==> config.mk <==
export PLATFORM = sky130hd
export DESIGN_NAME = ppu_timing_ctrl
export DESIGN_NICKNAME = d
export VERILOG_FILES = /design/src/rtl/ppu_timing_ctrl.sv
export SDC_FILE = /design/constraint.sdc
export NUM_CORES = 1
export LEC_CHECK = 0
export ABC_CLOCK_PERIOD_IN_PS = 2400
export CORE_MARGIN = 1.5
export CORE_UTILIZATION = 40
export CTS_BUF_LIST = sky130_fd_sc_hd__clkbuf_8 sky130_fd_sc_hd__clkbuf_16
export CTS_CLUSTER_SIZE = 40
export DETAILED_ROUTE_END_ITERATION = 8
export GPL_TIMING_DRIVEN = 0
export HOLD_SLACK_MARGIN = 0.06
export PLACE_DENSITY = 0.68
export SETUP_SLACK_MARGIN = 0.02
export SLEW_MARGIN = 20
export SYNTH_ARGS = -nofsm -noshare
export SYNTH_HDL_FRONTEND = slang
export SYNTH_SLANG_ARGS = --single-unit
==> constraint.sdc <==
create_clock -name clk -period 2.4 [get_ports clk]
set_input_delay 0.48 -clock clk [delete_from_list [all_inputs] [get_ports clk]]
set_output_delay 0.48 -clock clk [all_outputs]
set_load 0.02 [all_outputs]
==> src/rtl/ppu_timing_ctrl.sv <==
`default_nettype none
// ============================================================================
// Module   : ppu_timing_ctrl
// Purpose  : Scan-line and frame sequencer for the PPU. Owns the dot counter,
//            the current line (LY) and the current PPU mode. Issues start
//            strobes to the OAM-scan and pixel-fetch datapaths, accepts the
//            pixel pipeline's completion, and raises the VBlank and the
//            edge-detected STAT interrupt requests.
// Ports    : clk, rst_n          clock, asynchronous active-low reset
//            dot_en              advance one dot this cycle
//            lcd_en              LCDC[7], LCD enable
//            lyc[7:0]            LY compare value
//            stat_ie[3:0]        STAT sources: 0 HBLANK, 1 VBLANK, 2 OAM, 3 LYC
//            draw_done           pixel pipeline finished the line
//            mode[1:0]           current PPU mode (0..3)
//            ly[7:0], dot[8:0]   current line / dot within the line
//            lyc_match           registered LY==LYC
//            oam_start           strobe, mode 2 begins
//            draw_start          strobe, mode 3 begins
//            draw_timeout        strobe, mode 3 forced to end
//            vblank_irq          VBlank interrupt request (one clk)
//            stat_irq            STAT interrupt request (one clk)
// Revision : 1.0 - initial release
// ============================================================================
module ppu_timing_ctrl #(
   parameter int DOTS_PER_LINE   = 456,
   parameter int LINES_PER_FRAME = 154,
   parameter int VISIBLE_LINES   = 144,
   parameter int OAM_DOTS        = 80,
   parameter int MODE3_MAX_DOTS  = 289
) (
   input  logic       clk,
   input  logic       rst_n,
   input  logic       dot_en,
   input  logic       lcd_en,
   input  logic [7:0] lyc,
   input  logic [3:0] stat_ie,
   input  logic       draw_done,
   output logic [1:0] mode,
   output logic [7:0] ly,
   output logic [8:0] dot,
   output logic       lyc_match,
   output logic       oam_start,
   output logic       draw_start,
   output logic       draw_timeout,
   output logic       vblank_irq,
   output logic       stat_irq
);

   // ppu_mode_t encoding
   localparam logic [1:0] PPU_MODE_0 = 2'd0;   // HBLANK
   localparam logic [1:0] PPU_MODE_1 = 2'd1;   // VBLANK
   localparam logic [1:0] PPU_MODE_2 = 2'd2;   // OAM scan
   localparam logic [1:0] PPU_MODE_3 = 2'd3;   // pixel transfer

   // sequencer states
   localparam logic [2:0] ST_OFF    = 3'd0;
   localparam logic [2:0] ST_OAM    = 3'd1;
   localparam logic [2:0] ST_DRAW   = 3'd2;
   localparam logic [2:0] ST_HBLANK = 3'd3;
   localparam logic [2:0] ST_VBLANK = 3'd4;

   // counter landmarks
   localparam logic [8:0] DOT_LAST    = 9'(DOTS_PER_LINE - 1);
   localparam logic [8:0] DOT_DRAW    = 9'(OAM_DOTS);
   localparam logic [8:0] DOT_TIMEOUT = 9'(OAM_DOTS + MODE3_MAX_DOTS);
   localparam logic [7:0] LY_LAST     = 8'(LINES_PER_FRAME - 1);
   localparam logic [7:0] LY_VBLANK   = 8'(VISIBLE_LINES);

   logic [2:0] state;
   logic [2:0] state_nxt;
   logic [8:0] dot_nxt;
   logic [7:0] ly_nxt;
   logic [1:0] mode_nxt;
   logic       oam_start_nxt;
   logic       draw_start_nxt;
   logic       draw_timeout_nxt;
   logic       vblank_irq_nxt;

   logic       line_wrap;
   logic [8:0] dot_inc;
   logic [7:0] ly_inc;

   logic       stat_line;
   logic       stat_line_q;

   // ------------------------------------------------------------------------
   // Counter arithmetic
   // ------------------------------------------------------------------------
   assign line_wrap = (dot == DOT_LAST);
   assign dot_inc   = line_wrap ? 9'd0 : dot + 9'd1;
   assign ly_inc    = (ly == LY_LAST) ? 8'd0 : ly + 8'd1;

   // ------------------------------------------------------------------------
   // Next-state logic. Everything here only moves on a dot_en cycle, except
   // the LCD-off path which takes effect on the next clk unconditionally.
   // ------------------------------------------------------------------------
   always_comb begin
      state_nxt        = state;
      dot_nxt          = dot;
      ly_nxt           = ly;
      oam_start_nxt    = 1'b0;
      draw_start_nxt   = 1'b0;
      draw_timeout_nxt = 1'b0;
      vblank_irq_nxt   = 1'b0;

      if (!lcd_en) begin
         state_nxt = ST_OFF;
         dot_nxt   = 9'd0;
         ly_nxt    = 8'd0;
      end else if (dot_en) begin
         if (state == ST_OFF) begin
            // first enabled dot is dot 0 of line 0, already in OAM scan
            state_nxt     = ST_OAM;
            dot_nxt       = 9'd0;
            ly_nxt        = 8'd0;
            oam_start_nxt = 1'b1;
         end else begin
            dot_nxt = dot_inc;
            if (line_wrap) begin
               // a wrap overrides anything pending on the old line,
               // including a draw_done arriving on the last dot
               ly_nxt = ly_inc;
               if (ly_inc < LY_VBLANK) begin
                  state_nxt     = ST_OAM;
                  oam_start_nxt = 1'b1;
               end else begin
                  state_nxt      = ST_VBLANK;
                  vblank_irq_nxt = (ly_inc == LY_VBLANK);
               end
            end else begin
               case (state)
                  ST_OAM: begin
                     if (dot_inc == DOT_DRAW) begin
                        state_nxt      = ST_DRAW;
                        draw_start_nxt = 1'b1;
                     end
                  end
                  ST_DRAW: begin
                     // draw_done takes priority over the watchdog
                     if (draw_done) begin
                        state_nxt = ST_HBLANK;
                     end else if (dot_inc == DOT_TIMEOUT) begin
                        state_nxt        = ST_HBLANK;
                        draw_timeout_nxt = 1'b1;
                     end
                  end
                  default: begin
                     // HBLANK and VBLANK hold until the line wraps
                  end
               endcase
            end
         end
      end
   end

   // mode output is registered alongside the state to stay glitch-free
   always_comb begin
      mode_nxt = PPU_MODE_0;
      case (state_nxt)
         ST_OAM:    mode_nxt = PPU_MODE_2;
         ST_DRAW:   mode_nxt = PPU_MODE_3;
         ST_VBLANK: mode_nxt = PPU_MODE_1;
         default:   mode_nxt = PPU_MODE_0;
      endcase
   end

   // ------------------------------------------------------------------------
   // STAT interrupt line, built from registered state only
   // ------------------------------------------------------------------------
   always_comb begin
      stat_line = 1'b0;
      if (state != ST_OFF) begin
         stat_line = (stat_ie[0] & (state == ST_HBLANK))
                   | (stat_ie[1] & (state == ST_VBLANK))
                   | (stat_ie[2] & (state == ST_OAM))
                   | (stat_ie[3] & lyc_match);
      end
   end

   // ------------------------------------------------------------------------
   // Sequencer registers
   // ------------------------------------------------------------------------
   always_ff @(posedge clk or negedge rst_n) begin
      if (!rst_n) begin
         state        <= ST_OFF;
         dot          <= 9'd0;
         ly           <= 8'd0;
         mode         <= PPU_MODE_0;
         oam_start    <= 1'b0;
         draw_start   <= 1'b0;
         draw_timeout <= 1'b0;
         vblank_irq   <= 1'b0;
      end else begin
         state        <= state_nxt;
         dot          <= dot_nxt;
         ly           <= ly_nxt;
         mode         <= mode_nxt;
         oam_start    <= oam_start_nxt;
         draw_start   <= draw_start_nxt;
         draw_timeout <= draw_timeout_nxt;
         vblank_irq   <= vblank_irq_nxt;
      end
   end

   // ------------------------------------------------------------------------
   // LY compare and STAT edge detector. These run every clk, independent of
   // dot_en, so an LYC write shows up one clk later even while dots stall.
   // ------------------------------------------------------------------------
   always_ff @(posedge clk or negedge rst_n) begin
      if (!rst_n) begin
         lyc_match   <= 1'b0;
         stat_line_q <= 1'b0;
         stat_irq    <= 1'b0;
      end else if (!lcd_en || (state == ST_OFF)) begin
         lyc_match   <= 1'b0;
         stat_line_q <= 1'b0;
         stat_irq    <= 1'b0;
      end else begin
         lyc_match   <= (ly == lyc);
         stat_line_q <= stat_line;
         // a line that is already high blocks further requests
         stat_irq    <= stat_line & ~stat_line_q;
      end
   end

endmodule
`default_nettype wire

# Word-level counts from Yosys, hierarchy flattened
# Index checks and enable logic that the tools add are counted.
# W data, S select, Z words.
[word_totals]
regBits = 29
output_inout_bits = 25
elab_cells = 89
[op_classes]
n_addsub = 2
n_lt_le_gt_ge = 1
eq_ne = 15
mux = 46
bitwise = 9
n_reduce_logical = 5
[op_table]
columns = ["op", "count"]
rows = [
  ["$mux W8", 5],
  ["$mux W9", 4],
  ["$mux W1", 27],
  ["$mux W3", 8],
  ["$eq A9 B9 Y1 const B", 2],
  ["$eq A8 B8 Y1 const B", 2],
  ["$add A9 B1 Y9 const B", 1],
  ["$eq A3 B2 Y1 const B", 3],
  ["$eq A9 B7 Y1 const B", 1],
  ["$add A8 B1 Y8 const B", 1],
  ["$eq A8 B8 Y1", 1],
  ["$lt A8 B8 Y1 const B", 1],
  ["$eq A3 B1 Y1 const B", 2],
  ["$eq A3 B3 Y1 const B", 2],
  ["$pmux W2 S3", 1],
  ["$pmux W3 S2", 1],
  ["$and A1 B1 Y1", 5],
  ["$logic_not A3 Y1", 1],
  ["$ne A3 B1 Y1 const B", 1],
  ["$or A1 B1 Y1", 3],
  ["$reduce_bool A3 Y1", 1],
  ["$ne A2 B2 Y1 const B", 1],
  ["$reduce_and A2 Y1", 1],
  ["$logic_not A1 Y1", 1],
  ["other kinds (2)", 2],
]

# Logic depth before layout (Yosys ltp)
[logic_depth]
depth_word = 12
mapped_depth = 9
depth_no_buf = 8

# Worst setup path before layout
# Ideal clock, no wire load.
[synth_path]
path_type = "reg2reg"
startpoint = "reg dot[0]"
endpoint = "reg mode[1]"
setup_ps = 79
arrival_ps = 2067
slack_ps = 254
path_stages_with_launch = 8
n_path_buf = 0
synth_period_minus_slack_ps = 2146
cell_sequence = "dfrtp_1 > ha_1 > nand4b_1 > nor4_2 > and2b_1 > a311o_1 > o211ai_2 > mux2i_1"
[synth_via]
elab_chain_len = 12
word_cells_on_any_way = 17
[synth_lines]
columns = ["item", "line_no", "text"]
rows = [
  ["start, declared", "41", "output logic [8:0] dot,"],
  ["start signal, assigned", "196", "dot <= dot_nxt;"],
  ["$add A9 B1 Y9 or $eq A9 B9 Y1 (tied branches)", "91, 90", ""],
  ["$mux W9", "91", "assign dot_inc = line_wrap ? 9'd0 : dot + 9'd1;"],
  ["$eq A9 B9 Y1", "143", "end else if (dot_inc == DOT_TIMEOUT) begin"],
  ["$mux W3", "143", ""],
  ["$mux W3", "141", "if (draw_done) begin"],
  ["$pmux W3 S2", "132", "case (state)"],
  ["$mux W3 *", "120", "if (line_wrap) begin"],
  ["$mux W3 *", "112", "if (state == ST_OFF) begin"],
  ["$mux W3 *", "111", "end else if (dot_en) begin"],
  ["$mux W3 *", "107", "if (!lcd_en) begin"],
  ["net state_nxt[0]", "71", "logic [2:0] state_nxt;"],
  ["$eq A3 B3 Y1 (tied with other cells)", "160", "case (state_nxt)"],
  ["$pmux W2 S3 *", "160", ""],
  ["net mode_nxt[1]", "74", "logic [1:0] mode_nxt;"],
  ["end signal, assigned", "198", "mode <= mode_nxt;"],
  ["end, declared", "39", "output logic [1:0] mode,"],
]
# Mark *: on every way through the listed nets, which the timed path passes. The rest lies on a longest branch.
# A chain may end at the register's enable or synchronous reset.

# Worst setup path after layout
[layout_path]
startpoint = "reg dot[0]"
endpoint = "reg mode[0]"
[layout_via]
elab_chain_len = 12
word_cells_on_any_way = 17
[layout_lines]
columns = ["item", "line_no"]
rows = [
  ["$add A9 B1 Y9 or $eq A9 B9 Y1 (tied branches)", "91, 90"],
  ["$mux W9", "91"],
  ["$eq A9 B9 Y1", "143"],
  ["$mux W3", "143"],
  ["$mux W3", "141"],
  ["$pmux W3 S2", "132"],
  ["$mux W3 *", "120"],
  ["$mux W3 *", "112"],
  ["$mux W3 *", "111"],
  ["$mux W3 *", "107"],
  ["$eq A3 B3 Y1 (tied with other cells)", "160"],
  ["$pmux W2 S3 *", "160"],
  ["net mode_nxt[0]", "74"],
]
# Marked as above.

==> reports/metrics.cfg <==
[timing]
fin_hold_ws_ns=0.2177
slew_viol_final=0
maxSlewHeadroom_pct=57.45
fin_crit_sh_pct=91.60
hold_viol=0
worst_slew_pin_slew_ns=0.6383
setup-tns-final_ns=0
setup_violations=0
clock.fmax_mhz=454.9
period_minus_slack_ns=2.198
fin_ws_ns=0.2016
rsz0062_at_grt=no
clock_skew_ns=0.004603

[setup_path]
path_max_fanout=9
reg2reg_slack_ns=0.20
path_class=reg2reg
r2r_cells=7
crit_end=mode[0]
reg2reg_from=dot[0]
startpoint_type=flop
reg2reg_to=mode[0]
slowest_stage=dfrtp_2
worstPathCellList=ha_2 -> nand4b_1 -> o41ai_4 -> nand2_2 -> a32oi_2 -> or2_1 -> a21oi_1
cp-end-kind=flop
crit_path_start=dot[0]
slowest_delay_ns=0.45
crit_arrival_ns=2.36
worstPathRequired_ns=2.56

[floorplanning]
initial_core_util_pct=42.81
die_h_um=72.20
ios=42
die-area_um2=5213
coreArea_um2=4474
fp.dieW_um=72.20
rows=24

[global_route]
grt_antenna_before_repair=0
grt_pass1_vias=1695
grt_max_degree=30
grt_overflow=0
grt_first_pass_wirelength_mm=7.955
grt_use_total_pct=19.33

[hold_path]
worstHoldPathType=in2async

[drt]
wl_per_cell_um=14.73
postRouteAntennaNets=0
firstDrtPassIters=4
totalWireLength_mm=4.656
via_count=1792
viasPerCell=5.671
drt_iter0_drc=161
drc=0

[placed_design]
place_ws_ns=-0.1152
placed_area_um2=2386
place_congestion=0.8857
hpwlAfterDp_mm=3.415
portBuffers=41

[clock_network]
clock_latency_ns=0.28
h-tree-depth=2
ctsHoldBuffers=0
clk_pin_slew_ns=0.07
cts_tree=yes
numCtsBuffers=5
cts.sinks=29
cts_setup_buffers=0
cts.path.max_buffers=2
cts_root_buf=clkbuf_8

[layout]
n_antenna_cell=0
final_cell_mix=clkdlybuf4s50_1, nand2_1, dfrtp_1, o21ai_0
drive_above_1_share_pct=13.26
fin_area_um2=2522
final_nets=283
area_growth_pct=31.68
layout_commonest_cell=clkdlybuf4s50_1
fill_cells=427

[power]
p_sw_mw=0.2573
power_mw=1.072
power.density_nw_per_um2=424.8
p_int_mw=0.8142
leakage_nw=1.002
seq_power_share_pct=47.2
clock_power_share_pct=41.7
pwr-share-comb_pct=11.1
swShare_pct=24.02
peakVddDrop_uv=182.3

[status]
status=finished, final reports clean

[synthesis]
async_reset_ff_share_pct=100.0
syn_nets=238
yosys_warnings=0
ys_seq_elements=29
avgSynthCellArea_um2=8.787
ys_seq_area_share_pct=37.88
ys.flop_type=dfrtp_1
synth_area_um2=1916
netlist_instances=218
ys_types=55
synth-edff-count=0

[run]
cap_violations=0

==> how the worst min path moves through the flow <==
stage | endpoint | depth (start not counted) | slack (ns)
floorplan | dot[0] | 0 | 0.18
global placement | stat_irq | 1 | 0.39
detailed placement | stat_irq | 1 | 0.39
finish | ly[4] | 1 | 0.22
global route | ly[6] | 1 | 0.28
CTS | ly[4] | 1 | 0.26
==> power groups by stage <==
stage                     sequential, mW  combinational [mW]  clock, mW
final                              0.506               0.119      0.447
after global routing               0.508               0.132      0.478
after CTS                          0.506               0.118      0.459
after detailed placement           0.515               0.117          0
after global placement             0.515               0.117          0
after floorplan                    0.520              0.0485          0
==> metrics by stage <==
stage	instances	utilization, %
global route	316	56.38
global placement	311	53.44
floorplan	218	-
CTS	319	55.82
detailed placement	311	53.33
finish	316	56.38
==> final cells by class <==
type | instances | area (µm²) | area share, %
multi-input combinational | 169 | 1127 | 44.69
timing repair buffer | 41 | 405.4 | 16.07
tap | 52 | 65.06 | 2.579
inverter | 5 | 18.77 | 0.7440
clock inverter | 1 | 5.005 | 0.1984
sequential | 29 | 728.2 | 28.87
clock buffer | 7 | 96.34 | 3.819
buffer | 12 | 76.32 | 3.026
==> critical path: cells and delay by family (launching register included) <==
| kind | cells | cell delay, ns |
|---|---|---|
| AO/OA/AOI/OAI | 3 | 0.75 |
| AND/OR/NAND/NOR | 3 | 0.60 |
| flip-flops | 1 | 0.45 |
| adder cells (fa/ha/maj) | 1 | 0.28 |
==> per-layer routing <==
metal	part of all wire (%)	track usage [%]	wire (µm)
met5	0	0	0
met4	1.1	5.031	53
met3	5.2	3.472	241
met2	47	30.45	2171
met1	47	27.50	2189
==> Yosys cell counts (2+ instances only) <==
library cell / instances / share of area, %
buf_2: 2 / 0.52
or3_1: 2 / 0.65
mux2_2: 2 / 1.2
a31oi_1: 5 / 1.6
clkbuf_1: 9 / 1.8
xor2_1: 2 / 0.91
nor3_1: 5 / 1.3
xnor2_1: 10 / 4.6
nand4_1: 7 / 2.3
dfrtp_1: 29 / 38
inv_1: 5 / 0.98
nand2_1: 30 / 5.9
o31ai_1: 3 / 1.2
nor2b_1: 6 / 2.0
a32oi_1: 3 / 1.4
and2_1: 4 / 1.3
a21oi_1: 6 / 1.6
buf_6: 3 / 1.8
nor2_1: 10 / 2.0
mux2i_1: 2 / 1.0
o211ai_1: 2 / 0.78
nand3_1: 7 / 1.8
ha_1: 3 / 2.0
and3_1: 3 / 0.98
nand2b_1: 3 / 0.98
nor4b_1: 2 / 0.91
o21ai_0: 25 / 6.5
==> flip-flops by register name, indices dropped and copies added, names as in the netlist <==
name          cells
stat_line_q       1
oam_start         1
dot               9
draw_start        1
lyc_match         1
mode              2
draw_timeout      1
stat_irq          1
ly                8
state             3
vblank_irq        1
==> logic make-up (layout without fill, tap and decap cells) <==
group / after synthesis / in the layout / share of synthesized area, %
buf+inv: 20 / 66 / 5.421
compound gates: 58 / 58 / 20.51
mux: 4 / 4 / 2.221
flops: 29 / 29 / 37.88
xor+xnor: 12 / 12 / 5.487
simple gates: 92 / 92 / 26.52
fa+ha+maj: 3 / 3 / 1.960
==> timing repair <==
| action | CTS | global route |
|---|---|---|
| pin swaps | 0 | 2 |
| endpoints found under the setup margin | 2 | 10 |
| resized for setup | 2 | 12 |
No activity file was read; power rests on OpenSTA's default activity.
